## src/rtl/sdfa_host_feeder_if.sv

```systemverilog
// Host-side streams of sdfa_host_feeder: image words in, label strobe in, voltage samples out.
interface sdfa_host_feeder_if;
  logic [31:0] s_img_data;
  logic        s_img_valid;
  logic        s_img_ready;
  logic [3:0]  s_label;
  logic        s_label_valid;
  logic [13:0] m_volt_data;
  logic        m_volt_valid;
  logic        m_volt_ready;

  modport master (
    output s_img_data, s_img_valid, s_label, s_label_valid, m_volt_ready,
    input  s_img_ready, m_volt_data, m_volt_valid
  );

  modport slave (
    input  s_img_data, s_img_valid, s_label, s_label_valid, m_volt_ready,
    output s_img_ready, m_volt_data, m_volt_valid
  );
endinterface

```

## src/rtl/sdfa_host_feeder.sv

```systemverilog
// Board-side driver for the SDFA chip pads: init sequence, image/label streaming, voltage capture FIFO.
// Define SDFA_FEED_SYNC_EN for a two-flop synchronizer on the chip input pins.
module sdfa_host_feeder #(
  parameter int unsigned WORDS_PER_IMG = 25,
  parameter int unsigned FIFO_DEPTH    = 16
) (
  input  logic               clk,
  input  logic               resetn,
  input  logic               cmd_init,
  input  logic [13:0]        init_data,
  input  logic               mode_train,
  input  logic               mode_infer,
  input  logic               mode_sto_infer,
  sdfa_host_feeder_if.slave  host,
  output logic               volt_overflow,
  output logic               busy,
  input  logic               chip_img_request,
  input  logic               chip_label_request,
  input  logic               chip_output_valid,
  input  logic               chip_init_fin,
  input  logic [13:0]        chip_neuron_voltages,
  output logic [31:0]        chip_image,
  output logic               chip_input_valid,
  output logic               chip_pause,
  output logic [3:0]         chip_label0,
  output logic               chip_initialize,
  output logic [13:0]        chip_init_val,
  output logic               chip_train,
  output logic               chip_infer,
  output logic               chip_sto_infer
);

  localparam int unsigned CW = $clog2(WORDS_PER_IMG + 1);
  localparam int unsigned AW = $clog2(FIFO_DEPTH);
  localparam int unsigned SW = 18;

  typedef enum logic [1:0] {ST_IDLE, ST_INIT, ST_READY, ST_IMG} state_t;

  // Chip pin sampling: {img_request, label_request, output_valid, init_fin, voltages}
  logic [SW-1:0] pins, samp;
  assign pins = {chip_img_request, chip_label_request, chip_output_valid, chip_init_fin,
                 chip_neuron_voltages};

`ifdef SDFA_FEED_SYNC_EN
  logic [SW-1:0] meta;
  always_ff @(posedge clk or negedge resetn) begin
    if (!resetn) begin
      meta <= '0;
      samp <= '0;
    end else begin
      meta <= pins;
      samp <= meta;
    end
  end
`else
  always_ff @(posedge clk or negedge resetn) begin
    if (!resetn) samp <= '0;
    else         samp <= pins;
  end
`endif

  logic       img_prev, label_prev, fin_prev;
  logic       img_edge, label_edge, fin_edge, samp_ov;
  logic [13:0] samp_volt;
  assign img_edge   = samp[17] & ~img_prev;
  assign label_edge = samp[16] & ~label_prev;
  assign samp_ov    = samp[15];
  assign fin_edge   = samp[14] & ~fin_prev;
  assign samp_volt  = samp[13:0];

  state_t         state;
  logic [CW-1:0]  word_cnt;
  logic           enter_init, xfer, last_word;
  assign enter_init = cmd_init && (state != ST_INIT);
  assign xfer       = (state == ST_IMG) && host.s_img_valid && host.s_img_ready;
  assign last_word  = (word_cnt == CW'(WORDS_PER_IMG - 1));

  // Label latch / pending / wait-for-label next values
  logic [3:0] label_latch, latch_nxt, label_val;
  logic       label_pending, pending_nxt, label_wait, wait_nxt, label_upd;

  always_comb begin
    label_upd   = 1'b0;
    label_val   = label_latch;
    latch_nxt   = label_latch;
    pending_nxt = label_pending;
    wait_nxt    = label_wait;
    if (label_wait) begin
      if (host.s_label_valid) begin
        label_upd = 1'b1;
        label_val = host.s_label;
        wait_nxt  = 1'b0;
      end
    end else if (label_edge) begin
      if (label_pending) begin
        label_upd   = 1'b1;
        pending_nxt = host.s_label_valid;
        if (host.s_label_valid) latch_nxt = host.s_label;
      end else if (host.s_label_valid) begin
        label_upd = 1'b1;
        label_val = host.s_label;
      end else begin
        wait_nxt = 1'b1;
      end
    end else if (host.s_label_valid) begin
      latch_nxt   = host.s_label;
      pending_nxt = 1'b1;
    end
  end

  always_ff @(posedge clk or negedge resetn) begin
    if (!resetn) begin
      state            <= ST_IDLE;
      word_cnt         <= '0;
      img_prev         <= 1'b0;
      label_prev       <= 1'b0;
      fin_prev         <= 1'b0;
      label_latch      <= '0;
      label_pending    <= 1'b0;
      label_wait       <= 1'b0;
      host.s_img_ready <= 1'b0;
      busy             <= 1'b0;
      chip_image       <= '0;
      chip_input_valid <= 1'b0;
      chip_pause       <= 1'b0;
      chip_label0      <= '0;
      chip_initialize  <= 1'b0;
      chip_init_val    <= '0;
      chip_train       <= 1'b0;
      chip_infer       <= 1'b0;
      chip_sto_infer   <= 1'b0;
    end else begin
      img_prev         <= samp[17];
      label_prev       <= samp[16];
      fin_prev         <= samp[14];
      chip_train       <= mode_train;
      chip_infer       <= mode_infer;
      chip_sto_infer   <= mode_sto_infer;
      chip_input_valid <= xfer;
      if (xfer) chip_image <= host.s_img_data;
      chip_pause       <= ((state == ST_IMG) && !xfer) || wait_nxt;
      label_latch      <= latch_nxt;
      label_pending    <= pending_nxt;
      label_wait       <= wait_nxt;
      if (label_upd) chip_label0 <= label_val;

      if (enter_init) begin
        state            <= ST_INIT;
        chip_initialize  <= 1'b1;
        chip_init_val    <= init_data;
        busy             <= 1'b1;
        host.s_img_ready <= 1'b0;
      end else begin
        case (state)
          ST_INIT: begin
            chip_init_val <= init_data;
            if (fin_edge) begin
              state           <= ST_READY;
              chip_initialize <= 1'b0;
              busy            <= 1'b0;
            end
          end
          ST_READY: if (img_edge) begin
            state            <= ST_IMG;
            word_cnt         <= '0;
            host.s_img_ready <= 1'b1;
            busy             <= 1'b1;
          end
          ST_IMG: if (xfer) begin
            word_cnt <= word_cnt + CW'(1);
            if (last_word) begin
              state            <= ST_READY;
              host.s_img_ready <= 1'b0;
              busy             <= 1'b0;
            end
          end
          default: ;
        endcase
      end
    end
  end

  // Voltage capture FIFO; a pop while full frees the slot for a same-cycle push
  logic [13:0]   mem [FIFO_DEPTH];
  logic [AW-1:0] wr_ptr, rd_ptr;
  logic [AW:0]   fifo_cnt;
  logic          full, push, pop;
  assign full = (fifo_cnt == (AW + 1)'(FIFO_DEPTH));
  assign pop  = host.m_volt_valid && host.m_volt_ready;
  assign push = samp_ov && (!full || pop);

  always_ff @(posedge clk) begin
    if (push && !enter_init) mem[wr_ptr] <= samp_volt;
  end

  always_ff @(posedge clk or negedge resetn) begin
    if (!resetn) begin
      wr_ptr        <= '0;
      rd_ptr        <= '0;
      fifo_cnt      <= '0;
      volt_overflow <= 1'b0;
    end else if (enter_init) begin
      wr_ptr        <= '0;
      rd_ptr        <= '0;
      fifo_cnt      <= '0;
      volt_overflow <= 1'b0;
    end else begin
      if (push) wr_ptr <= wr_ptr + AW'(1);
      if (pop)  rd_ptr <= rd_ptr + AW'(1);
      if (push && !pop)      fifo_cnt <= fifo_cnt + (AW + 1)'(1);
      else if (pop && !push) fifo_cnt <= fifo_cnt - (AW + 1)'(1);
      if (samp_ov && full && !pop) volt_overflow <= 1'b1;
    end
  end

  assign host.m_volt_valid = (fifo_cnt != '0);
  assign host.m_volt_data  = host.m_volt_valid ? mem[rd_ptr] : '0;

endmodule
```

## src/flat_wrapper.sv

```systemverilog
// flat-port wrapper written by rule: the top's interface ports become plain ports
module sdfa_host_feeder_flat 
#(
  parameter int unsigned WORDS_PER_IMG = 25,
  parameter int unsigned FIFO_DEPTH    = 16
)
  (clk, resetn, cmd_init, init_data, mode_train, mode_infer, mode_sto_infer, volt_overflow, busy, chip_img_request, chip_label_request, chip_output_valid, chip_init_fin, chip_neuron_voltages, chip_image, chip_input_valid, chip_pause, chip_label0, chip_initialize, chip_init_val, chip_train, chip_infer, chip_sto_infer, host_s_img_data, host_s_img_valid, host_s_label, host_s_label_valid, host_m_volt_ready, host_s_img_ready, host_m_volt_data, host_m_volt_valid);
  sdfa_host_feeder_if host_i ();
  input  logic clk;
  input  logic resetn;
  input  logic cmd_init;
  input  logic [13:0] init_data;
  input  logic mode_train;
  input  logic mode_infer;
  input  logic mode_sto_infer;
  output logic volt_overflow;
  output logic busy;
  input  logic chip_img_request;
  input  logic chip_label_request;
  input  logic chip_output_valid;
  input  logic chip_init_fin;
  input  logic [13:0] chip_neuron_voltages;
  output logic [31:0] chip_image;
  output logic chip_input_valid;
  output logic chip_pause;
  output logic [3:0] chip_label0;
  output logic chip_initialize;
  output logic [13:0] chip_init_val;
  output logic chip_train;
  output logic chip_infer;
  output logic chip_sto_infer;
  input wire logic [$bits(host_i.s_img_data)-1:0] host_s_img_data;
  input wire logic [$bits(host_i.s_img_valid)-1:0] host_s_img_valid;
  input wire logic [$bits(host_i.s_label)-1:0] host_s_label;
  input wire logic [$bits(host_i.s_label_valid)-1:0] host_s_label_valid;
  input wire logic [$bits(host_i.m_volt_ready)-1:0] host_m_volt_ready;
  output wire logic [$bits(host_i.s_img_ready)-1:0] host_s_img_ready;
  output wire logic [$bits(host_i.m_volt_data)-1:0] host_m_volt_data;
  output wire logic [$bits(host_i.m_volt_valid)-1:0] host_m_volt_valid;
  assign host_i.s_img_data = host_s_img_data;
  assign host_i.s_img_valid = host_s_img_valid;
  assign host_i.s_label = host_s_label;
  assign host_i.s_label_valid = host_s_label_valid;
  assign host_i.m_volt_ready = host_m_volt_ready;
  assign host_s_img_ready = host_i.s_img_ready;
  assign host_m_volt_data = host_i.m_volt_data;
  assign host_m_volt_valid = host_i.m_volt_valid;
  sdfa_host_feeder #(.WORDS_PER_IMG(WORDS_PER_IMG), .FIFO_DEPTH(FIFO_DEPTH)) u_core (.clk(clk), .resetn(resetn), .cmd_init(cmd_init), .init_data(init_data), .mode_train(mode_train), .mode_infer(mode_infer), .mode_sto_infer(mode_sto_infer), .host(host_i), .volt_overflow(volt_overflow), .busy(busy), .chip_img_request(chip_img_request), .chip_label_request(chip_label_request), .chip_output_valid(chip_output_valid), .chip_init_fin(chip_init_fin), .chip_neuron_voltages(chip_neuron_voltages), .chip_image(chip_image), .chip_input_valid(chip_input_valid), .chip_pause(chip_pause), .chip_label0(chip_label0), .chip_initialize(chip_initialize), .chip_init_val(chip_init_val), .chip_train(chip_train), .chip_infer(chip_infer), .chip_sto_infer(chip_sto_infer));
endmodule
```

## config.mk

```make
export PLATFORM = sky130hd
export DESIGN_NAME = sdfa_host_feeder_flat
export DESIGN_NICKNAME = d
export VERILOG_FILES = /design/src/rtl/sdfa_host_feeder_if.sv /design/src/rtl/sdfa_host_feeder.sv /design/src/flat_wrapper.sv
export SDC_FILE = /design/constraint.sdc
export NUM_CORES = 1
export LEC_CHECK = 0
export CAP_MARGIN = 20
export CORE_MARGIN = 4
export CORE_UTILIZATION = 27
export CTS_CLUSTER_DIAMETER = 60
export DETAILED_ROUTE_END_ITERATION = 8
export GPL_TIMING_DRIVEN = 0
export PLACE_DENSITY = 0.46
export SETUP_SLACK_MARGIN = 0.05
export SLEW_MARGIN = 10
export SYNTH_ARGS = -nofsm -noshare
export SYNTH_HDL_FRONTEND = slang
export SYNTH_SLANG_ARGS = --single-unit
```

## constraint.sdc

```tcl
create_clock -name clk -period 6.1 [get_ports clk]
set_input_delay 0.915 -clock clk [delete_from_list [all_inputs] [get_ports clk]]
set_output_delay 0.915 -clock clk [all_outputs]
set_load 0.02 [all_outputs]
```

# [After elaboration in Yosys (flattened, before gate mapping)]
# Memory sizes are Yosys's and may differ from the RTL's.
# Index checks and enable logic that the tools add are counted.
[totals] mem_count=1 wordCells=136 mem_bits_rw=224 reg_bits=106
[op_classes] reduce_logical=35 bitwise_logic=8 add_sub_neg=5 eq_ne=13 muxes=50
[mem_list] memory="u_core.mem" words=16 word_bits=14 rd=1 rd_clocked_by_memory_dff=0 wr=1 line_no="sdfa_host_feeder.sv:184" text="logic [13:0] mem [FIFO_DEPTH];"
[ops] operator="two-way mux 14 bit" n=3
[ops] operator="two-way mux 4 bit" n=10
[ops] operator="two-way mux 5 bit" n=5
[ops] operator="two-way mux 1 bit" n=23
[ops] operator="nonzero test 2 bit" n=7
[ops] operator="inequality test 3 x 1 -> 1 bit (second input constant)" n=4
[ops] operator="logical AND 1 bit" n=11
[ops] operator="adder 5 x 1 -> 5 bit (second input constant)" n=2
[ops] operator="== test 5 bit (second input constant)" n=2
[ops] operator="two-way mux 2 bit" n=5
[ops] operator="case mux 5 bit (2 select lines)" n=1
[ops] operator="adder 4 x 1 -> 4 bit (second input constant)" n=2
[ops] operator="AND reduction 4 bit" n=2
[ops] operator="inequality test 2 x 1 -> 1 bit (second input constant)" n=3
[ops] operator="case mux 2 bit (3 select lines)" n=1
[ops] operator="AND reduction 2 bit" n=3
[ops] operator="nonzero test 3 bit" n=2
[ops] operator="zero test 1 bit" n=5
[ops] operator="NOT 1 bit" n=5
[ops] operator="AND reduction 5 bit" n=1
[ops] operator="nonzero test 5 bit" n=1
[ops] operator="subtractor 5 x 1 -> 5 bit (second input constant)" n=1
[ops] operator="== test 2 bit (second input constant)" n=2
[ops] operator="nonzero test 4 bit" n=1
[ops] operator="6 further kinds" n=9

# [Logic depth before layout (Yosys ltp)]
# Gate-level depths: netlist of run 1.
[depth] word_depth=9 mapped_depth=11

# [Least setup slack after synthesis of run 1]
# OpenSTA, ideal clock, no wires.
[synth_path] kind="input to register" start="in cmd_init" end="mem u_core.mem[3][0], enable pin" path_stages=4 arrival_ps=2448 setup_ps=403 path_slack_ps=3250 path_cell_list="nand2b_1 > clkbuf_1 > nand3_2 > nor3_1"
[synth_between] elab_chain_cells=5
[synth_rtl] item="start, declared" line_no="flat_wrapper.sv:11" text="input logic cmd_init;"
[synth_rtl] item="logical AND 1 bit" line_no="sdfa_host_feeder.sv:74" text="assign enter_init = cmd_init && (state != ST_INIT);"
[synth_rtl] item="zero test 1 bit" line_no="sdfa_host_feeder.sv:193" text="if (push && !enter_init) mem[wr_ptr] <= samp_volt;"
[synth_rtl] item="logical AND 1 bit" line_no="sdfa_host_feeder.sv:193"
[synth_rtl] item="two-way mux 1 bit" line_no="sdfa_host_feeder.sv:193"
[synth_rtl] item="two-way mux 1 bit (not written as such)" line_no="sdfa_host_feeder.sv:193"
[synth_rtl] item="end, declared" line_no="sdfa_host_feeder.sv:184"
# Every way passes these cells.

# [Worst setup path in the final report of run 1]
[layout_path] start="reg u_core.rd_ptr[3]" end="out host_m_volt_data[1]"
[layout_between] elab_chain_cells=2
[layout_rtl] item="start, declared" line_no="sdfa_host_feeder.sv:185" text="logic [AW-1:0] wr_ptr, rd_ptr;"
[layout_rtl] item="start signal, assigned" line_no="sdfa_host_feeder.sv:209" text="if (pop) rd_ptr <= rd_ptr + AW'(1);"
[layout_rtl] item="memory read (16 x 14 bit)"
[layout_rtl] item="two-way mux 14 bit" line_no="sdfa_host_feeder.sv:217" text="assign host.m_volt_data = host.m_volt_valid ? mem[rd_ptr] : '0;"
[layout_rtl] item="end, declared" line_no="flat_wrapper.sv:38" text="output wire logic [$bits(host_i.m_volt_data)-1:0] host_m_volt_data;"
# Every way passes these cells.

==> results by group, run 1 <==
Yosys
  • Post-synth net total: 779
  • Synth Instances: 687
  • Number of flops mapped to enable cells by yosys: about 220
  • Post-Syn Area: about 13000 um^2
  • Async SR Flop Fraction: 0.3191
  • Top-count cell post-synth: edfxtp_1
  • Top_reg_cell synth: edfxtp_1
  • Number of synthesis warnings: 0
  • Register bit total from synthesis: 329
  • Most common library cells after synthesis: edfxtp_1 (224), dfrtp_1 (105), mux4_2 (56)
  • Register area share after synthesis: 0.7271
  • Avg Cell Area, Syn: 18.73 um^2
  • Top post-synthesis cells by area: edfxtp_1 (52%), dfrtp_1 (20%), mux4_2 (9.8%)
  • Cell taking the most area after synthesis: edfxtp_1
  • Post-synth cell types: 46
  • Top cell type's share of synthesized area: 0.5229

Route
  • Vias per cell: 4.518
  • First-iteration detailed-routing DRC count: 427
  • Drt drc: 0
  • Routed Antenna Nets: 0
  • Drt first pass iters: 4
  • Drt wl/cell: approximately 20 um
  • Vias: approximately 6900
  • Post-Route WL: 30820 um

Power
  • Reg power frac: 0.381
  • Internal: approximately 5.2 mW
  • Max VDD drop: about 0.22 mV
  • PwrDens: around 450 nW/um^2
  • Sw power: 2.306 mW
  • Sw Ratio: 0.3071
  • Comb pwr share: 0.313
  • Clk pwr share: 0.306
  • Tot Pwr: 7.511 mW
  • Lkg Pwr: between 5 and 6 nW

Place
  • GPL Wtd Cong: around 0.71
  • IO Port Bufs: 150
  • DP Wirelength: 21230 um

Critical path
  • Critical Path, Cell by Cell: buf_2 > clkbuf_1 > mux4_2 > a211oi_1 > a211oi_1 > clkdlybuf4s50_1
  • Slowest cell on crit path: clkdlybuf4s50_1
  • Crit. End Element: primary output
  • FF-to-FF setup slack: 3.19 ns
  • Worst r2r dst: u_core.fifo_cnt[4]
  • Crit path launch: u_core.rd_ptr[3]
  • Worst EP arrival: between 3 and 4 ns
  • R2R cell count: 11
  • Crit-path max cell delay: 0.72 ns
  • Required time of the critical path: between 5 and 6 ns
  • Most used cell, CP: a211oi_1
  • CP Launch Type: register
  • Launching point of the worst reg2reg path: u_core.fifo_cnt[1]
  • Worst Path Max Fanout: 10
  • Worst Setup Path Type: register to primary output

STA
  • Finish-stage setup viols: 0
  • Final Cycle Share: 0.7107
  • Clock skew: 0.01218 ns
  • Min cycle time layout: 4.335 ns
  • Slew at the pin closest to its max-slew limit: roughly 0.83 ns
  • Max-slew headroom: 0.4448
  • Hold WS: ~0.35 ns
  • Final setup TNS: 0 ns
  • RSZ-0062 raised after global routing: no
  • Final hold violation count: 0
  • Fmax: roughly 0.23 GHz
  • Max-slew violation count: 0

Clock tree
  • CTS buffer count: 39
  • Post_cts resized: 0
  • Root Buffer Master: clkbuf_16
  • Clock transition at path regs: 0.06 ns
  • Setup bufs post-CTS: 0
  • H-tree depth: 2
  • Clk_lat worst skew: 0.54 ns
  • CTS tree: yes
  • Clock Path Buffers: 3
  • Clk sinks: 329
  • CTS Hold Bufs: 0

Die
  • Ports: 151
  • Die height: ~230 um
  • Initial Util: 0.2746
  • Total die area: between 50000 and 60000 um^2
  • Row Count: 79
  • Core Box Area: between 40000 and 50000 um^2
  • Die W: roughly 230 um

Layout
  • Multi-input logic area: 3342 um^2
  • Reg area: ~9400 um^2
  • Final #Nets: ~1000
  • Layout cells sized above 1: 0.2473
  • Fin util: 0.3567
  • Fillcell total: 4520
  • Area added between synthesis and finish: 29.92%

Global route
  • Total global routing overflow: 0
  • Grt peak-use layer: met2
  • GR Util met2: 0.1835
  • GR Util met3: 0.04907
  • GR Util met1: 0.1612
  • Total GRT Usage: 0.1212
  • First-pass GRT wire length: ~47000 um
  • Number of global-route vias before repair: 7549
  • Pin count of the biggest net entering global routing: between 50 and 60
  • Initial antenna violation count: 4

Run status
  • Status: complete, no violations

Job
  • MaxCap Viol Count: 0

Hold path
  • Hold WC Path Type: input port to asynchronous set/reset pin
==> worst max path at each step <==
stage	cells after the start	to	slack, ns
global placement	1	u_core.samp[7]	-0.92
global route	6	host_m_volt_data[4]	1.46
detailed placement	6	host_m_volt_data[4]	2.25
CTS	6	host_m_volt_data[1]	1.64
finish	6	host_m_volt_data[1]	1.76
floorplan	4	u_core.mem[3][0]	3.25
==> per-stage QoR <==
step                cells  setup slack (ns)  area, um^2
floorplan             687             3.250       12860
detailed placement   1462             2.248       15430
CTS                  1533             1.635       16710
finish               1534             1.765       16710
global placement     1444           -0.9223       15130
global route         1533             1.464       16710
==> placed cells by master, fill, tap and decap left out, types with 13 or more instances in the layout <==
cell type	count
clkbuf_16	41
clkbuf_1	19
nor2_2	13
inv_1	14
edfxtp_1	224
dfrtp_1	105
nor2_1	17
mux2_2	51
mux4_2	56
a211oi_1	30
nor2b_1	18
mux2i_1	18
buf_2	13
clkdlybuf4s50_1	149
ha_1	14
==> layout make-up <==
type                    instances  share of cell area
diodes                          1           0.0001497
plain buffers                  32            0.009957
clock buffers                  54             0.06850
clock inverters                17            0.008384
inverters                      14            0.003144
multi-input cells             312              0.2000
flip-flops and latches        329              0.5597
well taps                     607             0.04544
repair buffers                168              0.1048
==> metal layers <==
| metal | vias to the layer above | share of wire |
|---|---|---|
| li1 | 3122 | - |
| met2 | 207 | 0.45 |
| met5 | - | 0.0015 |
| met3 | 56 | 0.086 |
| met1 | 3539 | 0.44 |
| met4 | 6 | 0.022 |
==> registers in the layout (all words and copies together) (netlist names), 2 cells and up <==
name / flops
u_core.chip_image: 32
u_core.chip_init_val: 14
u_core.chip_label0: 4
u_core.fifo_cnt: 5
u_core.label_latch: 4
u_core.mem: 224
u_core.rd_ptr: 4
u_core.samp: 18
u_core.state: 2
u_core.word_cnt: 5
u_core.wr_ptr: 4
==> cells by family after synthesis <==
kind of cell    after synthesis  synth area share
buf+inv                      46           0.01702
flops                       329            0.7271
xor+xnor                      7          0.004766
compound gates               76           0.04192
mux                         125            0.1567
simple gates                 89           0.03735
fa+ha+maj                    15           0.01517
==> power groups by stage <==
| stage | clock (mW) | sequential (mW) | combinational, mW |
|---|---|---|---|
| final | 2.30 | 2.86 | 2.35 |
| after global routing | 2.49 | 2.90 | 2.55 |
| after CTS | 2.39 | 2.87 | 2.41 |
| after detailed placement | 0 | 2.90 | 2.40 |
| after global placement | 0 | 2.90 | 2.37 |
| after floorplan | 0 | 3.06 | 1.20 |
==> critical path: cells and delay by family, from the launching register on <==
| family | cells | cell delay [ns] |
|---|---|---|
| buffers and inverters | 3 | 1.55 |
| AO/OA/AOI/OAI | 2 | 0.66 |
| multiplexers | 1 | 0.34 |
| flip-flops | 1 | 0.32 |
Power figures use the tool's default switching activity.
==> inputs of run 2 (changes only) <==
--- a/config.mk
+++ b/config.mk
@@ -11,7 +11,7 @@
 export CTS_CLUSTER_DIAMETER = 60
 export DETAILED_ROUTE_END_ITERATION = 8
 export GPL_TIMING_DRIVEN = 0
-export PLACE_DENSITY = 0.46
+export PLACE_DENSITY = 0.48
 export SETUP_SLACK_MARGIN = 0.05
 export SLEW_MARGIN = 10
 export SYNTH_ARGS = -nofsm -noshare
==> constraint.sdc (replaced) <==
create_clock -name clk -period 3.85 [get_ports clk]
set_input_delay 0.5775 -clock clk [delete_from_list [all_inputs] [get_ports clk]]
set_output_delay 0.5775 -clock clk [all_outputs]
set_load 0.02 [all_outputs]
==> results by group, run 2 (synthesis results as in run 1) <==
Die
  • Ports: 151 (unchanged)
  • Row Count: 79 (unchanged)
  • Die height: 226.3 um (unchanged)
  • Initial Util: 0.2746 (unchanged)
  • Die W: 226.3 um (unchanged)
  • Total die area: 51200 um^2 (unchanged)
  • Core Box Area: 46850 um^2 (unchanged)

Clock tree
  • CTS Hold Bufs: 0 (unchanged)
  • Setup bufs post-CTS: 0 (unchanged)
  • Clk_lat worst skew: 0.55 ns (about the same)
  • Clock transition at path regs: 0.05 ns (about the same)
  • Post_cts resized: 15 (+15)
  • H-tree depth: 2 (unchanged)
  • Clk sinks: 329 (unchanged)
  • CTS buffer count: 39 (unchanged)
  • CTS tree: yes
  • Root Buffer Master: clkbuf_16
  • Clock Path Buffers: 3 (unchanged)

Layout
  • Top flop regs: u_core.mem x224, u_core.chip_image x32, u_core.samp x18
  • Layout cells sized above 1: 0.2651 (+0.01779)
  • Max FFs per register: 224 (unchanged)
  • Most frequent cells in the layout: edfxtp_1 (224), clkdlybuf4s50_1 (146), dfrtp_1 (105)
  • Most common cell after layout, fill and taps aside: edfxtp_1
  • Multi-input logic area: 3392 um^2 (+1.5%)
  • Area added between synthesis and finish: 30.34%
  • Final #Nets: 990 (+0.20%)
  • Final Cell Area: 16770 um^2 (+0.33%)
  • Fillcell total: 4484 (-0.80%)
  • Top reg by flops: u_core.mem
  • Reg area: 9354 um^2 (unchanged)
  • Post-route non-filler standard cell count: 1536 (+0.13%)

Critical path
  • CP Launch Type: register
  • Slowest cell on crit path: clkdlybuf4s50_1
  • Crit. End Element: primary output
  • Crit-path max cell delay: 0.57 ns (-0.15 ns)
  • Required time of the critical path: 3.27 ns (-1.91 ns)
  • CP bufs+invs: 2 (-1)
  • CP top delay family: buffers and inverters
  • Worst Path Max Fanout: 10 (unchanged)
  • Worst Setup Path Type: register to primary output
  • Worst EP arrival: 3.07 ns (-0.35 ns)
  • Critical Path, Cell by Cell: buf_4 > mux4_2 > nor2b_1 > a211oi_1 > a211oi_1 > clkdlybuf4s50_1
  • Most used cell, CP: a211oi_1

Place
  • DP Worst Slack: 0.2809 ns (-1.967 ns)
  • IO Port Bufs: 150 (unchanged)
  • Dpl cell area: 15420 um^2 (about the same)
  • DP Wirelength: 21030 um (-0.96%)
  • Placed Cells incl. Taps: 1464 (+0.14%)
  • GPL Wtd Cong: 0.7154 (+0.75%)

Route
  • First-iteration detailed-routing DRC count: 450 (+5.4%)
  • Routed Antenna Nets: 0 (unchanged)
  • Drt wl/cell: 19.82 um (-1.3%)
  • Vias per cell: 4.499 (-0.40%)
  • Drt drc: 0 (unchanged)
  • Post-Route WL: 30440 um (-1.2%)
  • Drt first pass iters: 5 (+1)
  • Vias: 6911 (-0.27%)

STA
  • Final Cycle Share: 0.9464
  • Max-slew violation count: 0 (unchanged)
  • Hold WS: 0.006497 ns (-0.3422 ns)
  • Final hold violation count: 0 (unchanged)
  • Final setup TNS: 0 ns (unchanged)
  • Fmax: about 0.27 GHz
  • Clock skew: 0.02846 ns (+0.01628 ns)
  • Max-slew headroom: 0.3867 (-0.05815)
  • Worst Slack Setup Final: 0.2064 ns (-1.558 ns)
  • RSZ-0062 raised after global routing: no
  • Min cycle time layout: roughly 3.6 ns
  • Slew at the pin closest to its max-slew limit: 0.9150 ns (+0.08676 ns)
  • Finish-stage setup viols: 0 (unchanged)

Global route
  • First-pass GRT wire length: 46390 um (-0.77%)
  • Initial antenna violation count: 4 (unchanged)
  • Number of global-route vias before repair: 7557 (+0.11%)
  • Total GRT Usage: 0.1195 (-0.001714)
  • Total global routing overflow: 0 (unchanged)
  • Pin count of the biggest net entering global routing: 59 (+3.5%)

Hold path
  • Hold WC Path Type: input port to asynchronous set/reset pin

Job
  • MaxCap Viol Count: 0 (unchanged)

Run status
  • Status: complete, no violations

Power
  • PwrDens: 714.4 nW/um^2 (+59%)
  • Max VDD drop: 0.3950 mV (+79%)
  • Lkg Pwr: 5.859 nW (+0.61%)
run 2: layout make-up:
type | instances | share of cell area
diodes | 1 | 0.0001492
plain buffers | 32 | 0.01089
clock buffers | 51 | 0.06447
clock inverters | 20 | 0.01171
inverters | 14 | 0.003134
multi-input cells | 312 | 0.2023
flip-flops and latches | 329 | 0.5578
well taps | 607 | 0.04529
repair buffers | 170 | 0.1042
run 2: report_power, final:
part           switching [mW]  internal (mW)  leakage [nW]
registers               0.270           4.26          3.29
clock network            1.49           2.14         0.629
logic                    2.01           1.80          1.94
total                    3.77           8.21          5.86
run 2: per-stage QoR:
| stage | total power [mW] | utilization |
|---|---|---|
| 3_5_place_dp | 8.415 | 0.3292 |
| 4_1_cts | 12.18 | 0.3574 |
| 3_3_place_gp | 8.344 | 0.3228 |
| 2_1_floorplan | 6.750 | - |
| 6_report | 11.98 | 0.3579 |
| 5_1_grt | 12.64 | 0.3578 |
run 2: layer usage:
metal,GRT usage,wire length [um]
met1,0.1654,13910
met2,0.1807,13550
met3,0.04415,2403
met4,0.02808,540
met5,0,35
run 2: final timing paths:
path                                    start                       to  slack [ns]  depth (start not counted)
hold reg to reg               u_core.samp[14]          u_core.fin_prev        0.38                          0
setup / recovery             u_core.rd_ptr[1]      host_m_volt_data[7]        0.21                          6
setup reg to reg           u_core.fifo_cnt[1]       u_core.fifo_cnt[4]        0.95                         11
min in group clk              u_core.samp[14]          u_core.fin_prev        0.38                          0
max in group asynchronous              resetn  u_core.chip_init_val[3]        3.17                          2
hold / removal                         resetn     u_core.chip_image[0]       0.006                          1
==> inputs of run 3 (changes only) <==
--- a/config.mk
+++ b/config.mk
@@ -13,7 +13,7 @@
 export GPL_TIMING_DRIVEN = 0
 export PLACE_DENSITY = 0.48
 export SETUP_SLACK_MARGIN = 0.05
-export SLEW_MARGIN = 10
 export SYNTH_ARGS = -nofsm -noshare
 export SYNTH_HDL_FRONTEND = slang
 export SYNTH_SLANG_ARGS = --single-unit
+export TNS_END_PERCENT = 100
==> results by group, run 3 (synthesis results as in run 1) <==
Run status
  • Status: complete, no violations

Route
  • M1 wire length: 13730 um (-1.4%)
  • Routed Antenna Nets: 0 (unchanged)
  • Drt wl/cell: 20.02 um (+0.99%)
  • Drt drc: 0 (unchanged)
  • Vias per cell: 4.492 (-0.17%)
  • Wire length on met3: 2463 um (+2.5%)
  • Vias: 6859 (-0.75%)
  • Routed wl met2: 13880 um (+2.4%)
  • Drt first pass iters: 4 (-1)
  • Max Used Layer: met5
  • First-iteration detailed-routing DRC count: 413 (-8.2%)
  • Post-Route WL: 30560 um (+0.39%)

Die
  • Die W: 226.3 um (unchanged)
  • Core Box Area: 46850 um^2 (unchanged)
  • Row Count: 79 (unchanged)
  • Ports: 151 (unchanged)
  • Initial Util: 0.2746 (unchanged)
  • Total die area: 51200 um^2 (unchanged)
  • Die height: 226.3 um (unchanged)

STA
  • Max-slew violation count: 0 (unchanged)
  • Final Cycle Share: 0.9461 (about the same)
  • Finish-stage setup viols: 0 (unchanged)
  • RSZ-0062 raised after global routing: no
  • Min cycle time layout: 3.643 ns (-0.0009540 ns)
  • Max-slew headroom: 0.3463 (-0.04032)
  • Final setup TNS: 0 ns (unchanged)
  • Final hold violation count: 0 (unchanged)
  • Slew at the pin closest to its max-slew limit: 0.9752 ns (+0.06016 ns)
  • Fmax: 0.2745 GHz (about the same)
  • Clock skew: 0.01833 ns (-0.01013 ns)

Layout
  • Fillcell total: 4530 (+1.0%)
  • Top flop regs: u_core.mem x224, u_core.chip_image x32, u_core.samp x18
  • Reg area: 9354 um^2 (unchanged)
  • Final #Nets: 982 (-0.81%)
  • Layout cells sized above 1: 0.2579 (-0.007197)
  • Post-route non-filler standard cell count: 1527 (-0.59%)
  • Area added between synthesis and finish: 29.79%
  • Multi-input logic area: 3392 um^2 (unchanged)
  • Most frequent cells in the layout: edfxtp_1 (224), clkdlybuf4s50_1 (146), dfrtp_1 (105)
  • Most common cell after layout, fill and taps aside: edfxtp_1
  • Max FFs per register: 224 (unchanged)
  • Top reg by flops: u_core.mem

Global route
  • Total GRT Usage: 0.1196 (about the same)
  • Initial antenna violation count: 3 (-1)
  • Number of global-route vias before repair: 7507 (-0.66%)
  • Total global routing overflow: 0 (unchanged)
  • Pin count of the biggest net entering global routing: 59 (unchanged)
  • First-pass GRT wire length: 46440 um (+0.11%)

Clock tree
  • Root Buffer Master: clkbuf_16
  • Clock Path Buffers: 3 (unchanged)
  • CTS Hold Bufs: 0 (unchanged)
  • CTS tree: yes
  • Clk sinks: 329 (unchanged)
  • H-tree depth: 2 (unchanged)
  • Clock transition at path regs: 0.06 ns (about the same)
  • Setup bufs post-CTS: 0 (unchanged)
  • Clk_lat worst skew: 0.54 ns (about the same)
  • CTS buffer count: 38 (-2.6%)

Job
  • MaxCap Viol Count: 0 (unchanged)

Critical path
  • CP Launch Type: register
  • Launching point of the worst reg2reg path: u_core.state[1]
  • Crit. End Element: primary output
  • Worst Path Max Fanout: 10 (unchanged)
  • Worst Setup Path Type: register to primary output
  • Required time of the critical path: 3.27 ns (about the same)
  • Worst EP arrival: 3.07 ns (about the same)
  • Crit path launch: u_core.rd_ptr[1]

Place
  • GPL Wtd Cong: 0.7154 (unchanged)
  • DP Wirelength: 20520 um (-2.4%)
  • Placed Cells incl. Taps: 1457 (-0.48%)
  • IO Port Bufs: 150 (unchanged)

Power
  • Lkg Pwr: 5.804 nW (-0.94%)
  • Max VDD drop: 0.3360 mV (-15%)
  • PwrDens: 714.0 nW/um^2 (about the same)

Hold path
  • Hold WC Path Type: input port to asynchronous set/reset pin
## run 3: cell types whose count changed in the layout (fill, tap and decap cells not counted), moves of 2 or more
cell and change:
buf_4 -4, buf_6 -4, clkbuf_8 +2, clkinv_8 +2, inv_16 -2, clkinv_2 -2
inv_6 -3
## run 3: critical path, stage by stage (launching register included)
cell             delay [ns]
dfrtp_1                0.45
buf_4                  0.31
mux4_2                 0.53
nor2b_1                0.15
a211oi_2               0.34
a211oi_2               0.13
clkdlybuf4s50_1        0.60
## run 3: path summary, 6_finish.rpt
path | to | slack, ns | cells past startpoint
max | host_m_volt_data[3] | 0.21 | 6
min | u_core.chip_image[0] | 0.01 | 1
max reg2reg | u_core.mem[3][12] | 0.90 | 7
min reg2reg | u_core.fin_prev | 0.38 | 0
max in group asynchronous | u_core.chip_init_val[9] | 3.15 | 2
min in group clk | u_core.fin_prev | 0.38 | 0
## run 3: report_power, final
| group | internal [mW] | switching, mW | leakage [nW] |
|---|---|---|---|
| logic | 1.79 | 2.00 | 1.90 |
| clock network | 2.13 | 1.46 | 0.615 |
| registers | 4.26 | 0.275 | 3.29 |
## run 3: layout make-up
cell class,instances,share of cell area
antenna,1,0.0001499
buffer,32,0.01094
clock buffer,53,0.06512
clock inverter,16,0.01117
inverter,14,0.003147
multi-input combinational,312,0.2031
sequential,329,0.5602
tap,607,0.04549
timing repair buffer,163,0.1006
## run 3: through the flow
| stage | power [mW] | hold WS (ns) | util | setup slack, ns | area [um^2] |
|---|---|---|---|---|---|
| 5_1_grt | 12.59 | 0.03360 | 0.3563 | 0.05438 | 16690 |
| 4_1_cts | 12.11 | 0.01159 | 0.3556 | 0.009447 | 16660 |
| 2_1_floorplan | 6.750 | 0.2819 | - | 1.138 | 12860 |
| 3_5_place_dp | 8.403 | 0.3705 | 0.3277 | 0.2644 | 15350 |
| 3_3_place_gp | 8.344 | 0.3653 | 0.3228 | -2.696 | 15130 |
| 6_report | 11.92 | 0.009752 | 0.3564 | 0.2074 | 16700 |
## run 3: what timing repair did
item | in CTS | in global routing
cloned | 0 | 0
gates resized for setup | 12 | 8
setup endpoints to repair | 14 | 9
## run 3: routing by layer
layer  vias up  GRT usage
met5         -          0
met4         4    0.02651
met3        45    0.04234
met2       212     0.1833
met1      3480     0.1653
li1       3118          -
==> RTL change: new RTL, settings of run 2 <==
Compare `word_cnt` against `CW'(WORDS_PER_IMG - 1)` with >= in place of ==.
--- a/src/rtl/sdfa_host_feeder.sv
+++ b/src/rtl/sdfa_host_feeder.sv
@@ -75,3 +75,3 @@
   assign xfer       = (state == ST_IMG) && host.s_img_valid && host.s_img_ready;
-  assign last_word  = (word_cnt == CW'(WORDS_PER_IMG - 1));
+  assign last_word  = (word_cnt >= CW'(WORDS_PER_IMG - 1));
 
Behaviour: same outputs for any inputs over 4 cycles, from zero or initial values and one cycle with resetn low; that may be too few to reach the edited logic, so the function may still have changed.
==> RTL change against run 2 <==
Setup slack got worse by 36 ps. Sequential power decreased by 2%. Die area about the same. Area after synthesis about the same. Cell area increased by 0.12%. Wire length increased by 0.70%. Count of clock-buffer cells in the layout increased by 9. Via count decreased by 0.51%. Sequential cell count unchanged. Clock power about the same. Power decreased by 4.7%.
==> RTL change: results (changes against run 2) <==
| Metric | Value |
|---|---|
| Vias in the first global route | 7572 (+0.20%) |
| Rel. slew slack | 38.1% (-0.56 points) |
| Routed length on met2 | 13800 um (+1.8%) |
| Met1 Wirelength | 14200 um (+2.0%) |
| Non-Filler Instances | 1540 (+0.26%) |
| GRT met3 Usage | 3.99% (-0.43 points) |
| Clk Latency, worst-skew pair | 520 ps (-30 ps) |
| Share of cells above drive strength 1 | 25.5% (-0.97 points) |
| Comb pwr share | 29.1% (-2.7 points) |
| Status | completed |
| Static leakage | 5.88 nW (+0.37%) |
| DRC marker count from the first detailed-route iteration | 445 (-1.1%) |
| Crit path time final | 3680 ps (+35.6 ps) |
| Met3 WL | 2130 um (-11%) |
| DP Wirelength | 21200 um (+0.82%) |
| R2r setup slk | 900 ps (-50 ps) |
| Switching share of total power | 29.5% (-2.0 points) |
| Filler instances | 4487 (+0.067%) |
| TritonRoute pass-1 iters | 4 (-1) |
| Total GRT Usage | 12.1% (+0.13 points) |
| Routability cong. | 0.732 (+2.3%) |
| DR WL/cell | 19.9 um (+0.44%) |
| Worst setup path endpoint | host_m_volt_data[5] |
| First-pass GRT wire length | 47100 um (+1.4%) |
| Final hold slack | 379 ps (+372 ps) |
| Synth cell count leaders | 224 x edfxtp_1, 105 x dfrtp_1, 56 x mux4_2 |
| Initial antenna violation count | 2 (-2) |
| Largest net degree at the start of global routing | 76 (+29%) |
| Syn nets | 784 (+0.64%) |
| CP arrival | 3100 ps (+30 ps) |
| Synth area leaders | edfxtp_1 52%, dfrtp_1 20%, mux4_2 9.8% |
| Syn_area_per_cell | 18.6 um2 (-0.71%) |
| Flop pwr share | 39.0% (+1.2 points) |
| Post-synth cell types | 48 (+4.3%) |
| Via/cell ratio | 4.46 (-0.76%) |
| GRT met1 Usage | 16.9% (+0.34 points) |
| Power Combinational | 3.32 mW (-13%) |
| Sequential area share after synthesis | 72.7% (about the same) |
==> RTL change: area by class of cell <==
cell class / instances / area (um2) / share of cell area [%]
Sequential cell: 329 / 9350 / 55.7
Clock inverter: 11 / 129 / 0.768
Antenna cell: 1 / 2.50 / 0.0149
Tap cell: 607 / 759 / 4.52
Clock buffer: 60 / 1160 / 6.89
Inverter: 13 / 48.8 / 0.291
Multi-Input combinational cell: 316 / 3380 / 20.1
Timing Repair Buffer: 169 / 1760 / 10.5
Buffer: 34 / 194 / 1.16
==> RTL change: cell families after synthesis <==
logic type / share of synthesized area [%]
flops: 72.7
buf+inv: 1.78
simple gates: 3.74
xor+xnor: 0.477
mux: 15.7
compound gates: 4.12
fa+ha+maj: 1.52
==> RTL change: timing repair <==
action | 4_1_cts | 5_1_grt
endpoints found under the hold margin | 30 | 0
setup endpoints to repair | 14 | 9
hold buffers | 1 | 0
gates resized for setup | 6 | 12
cloned | 0 | 0
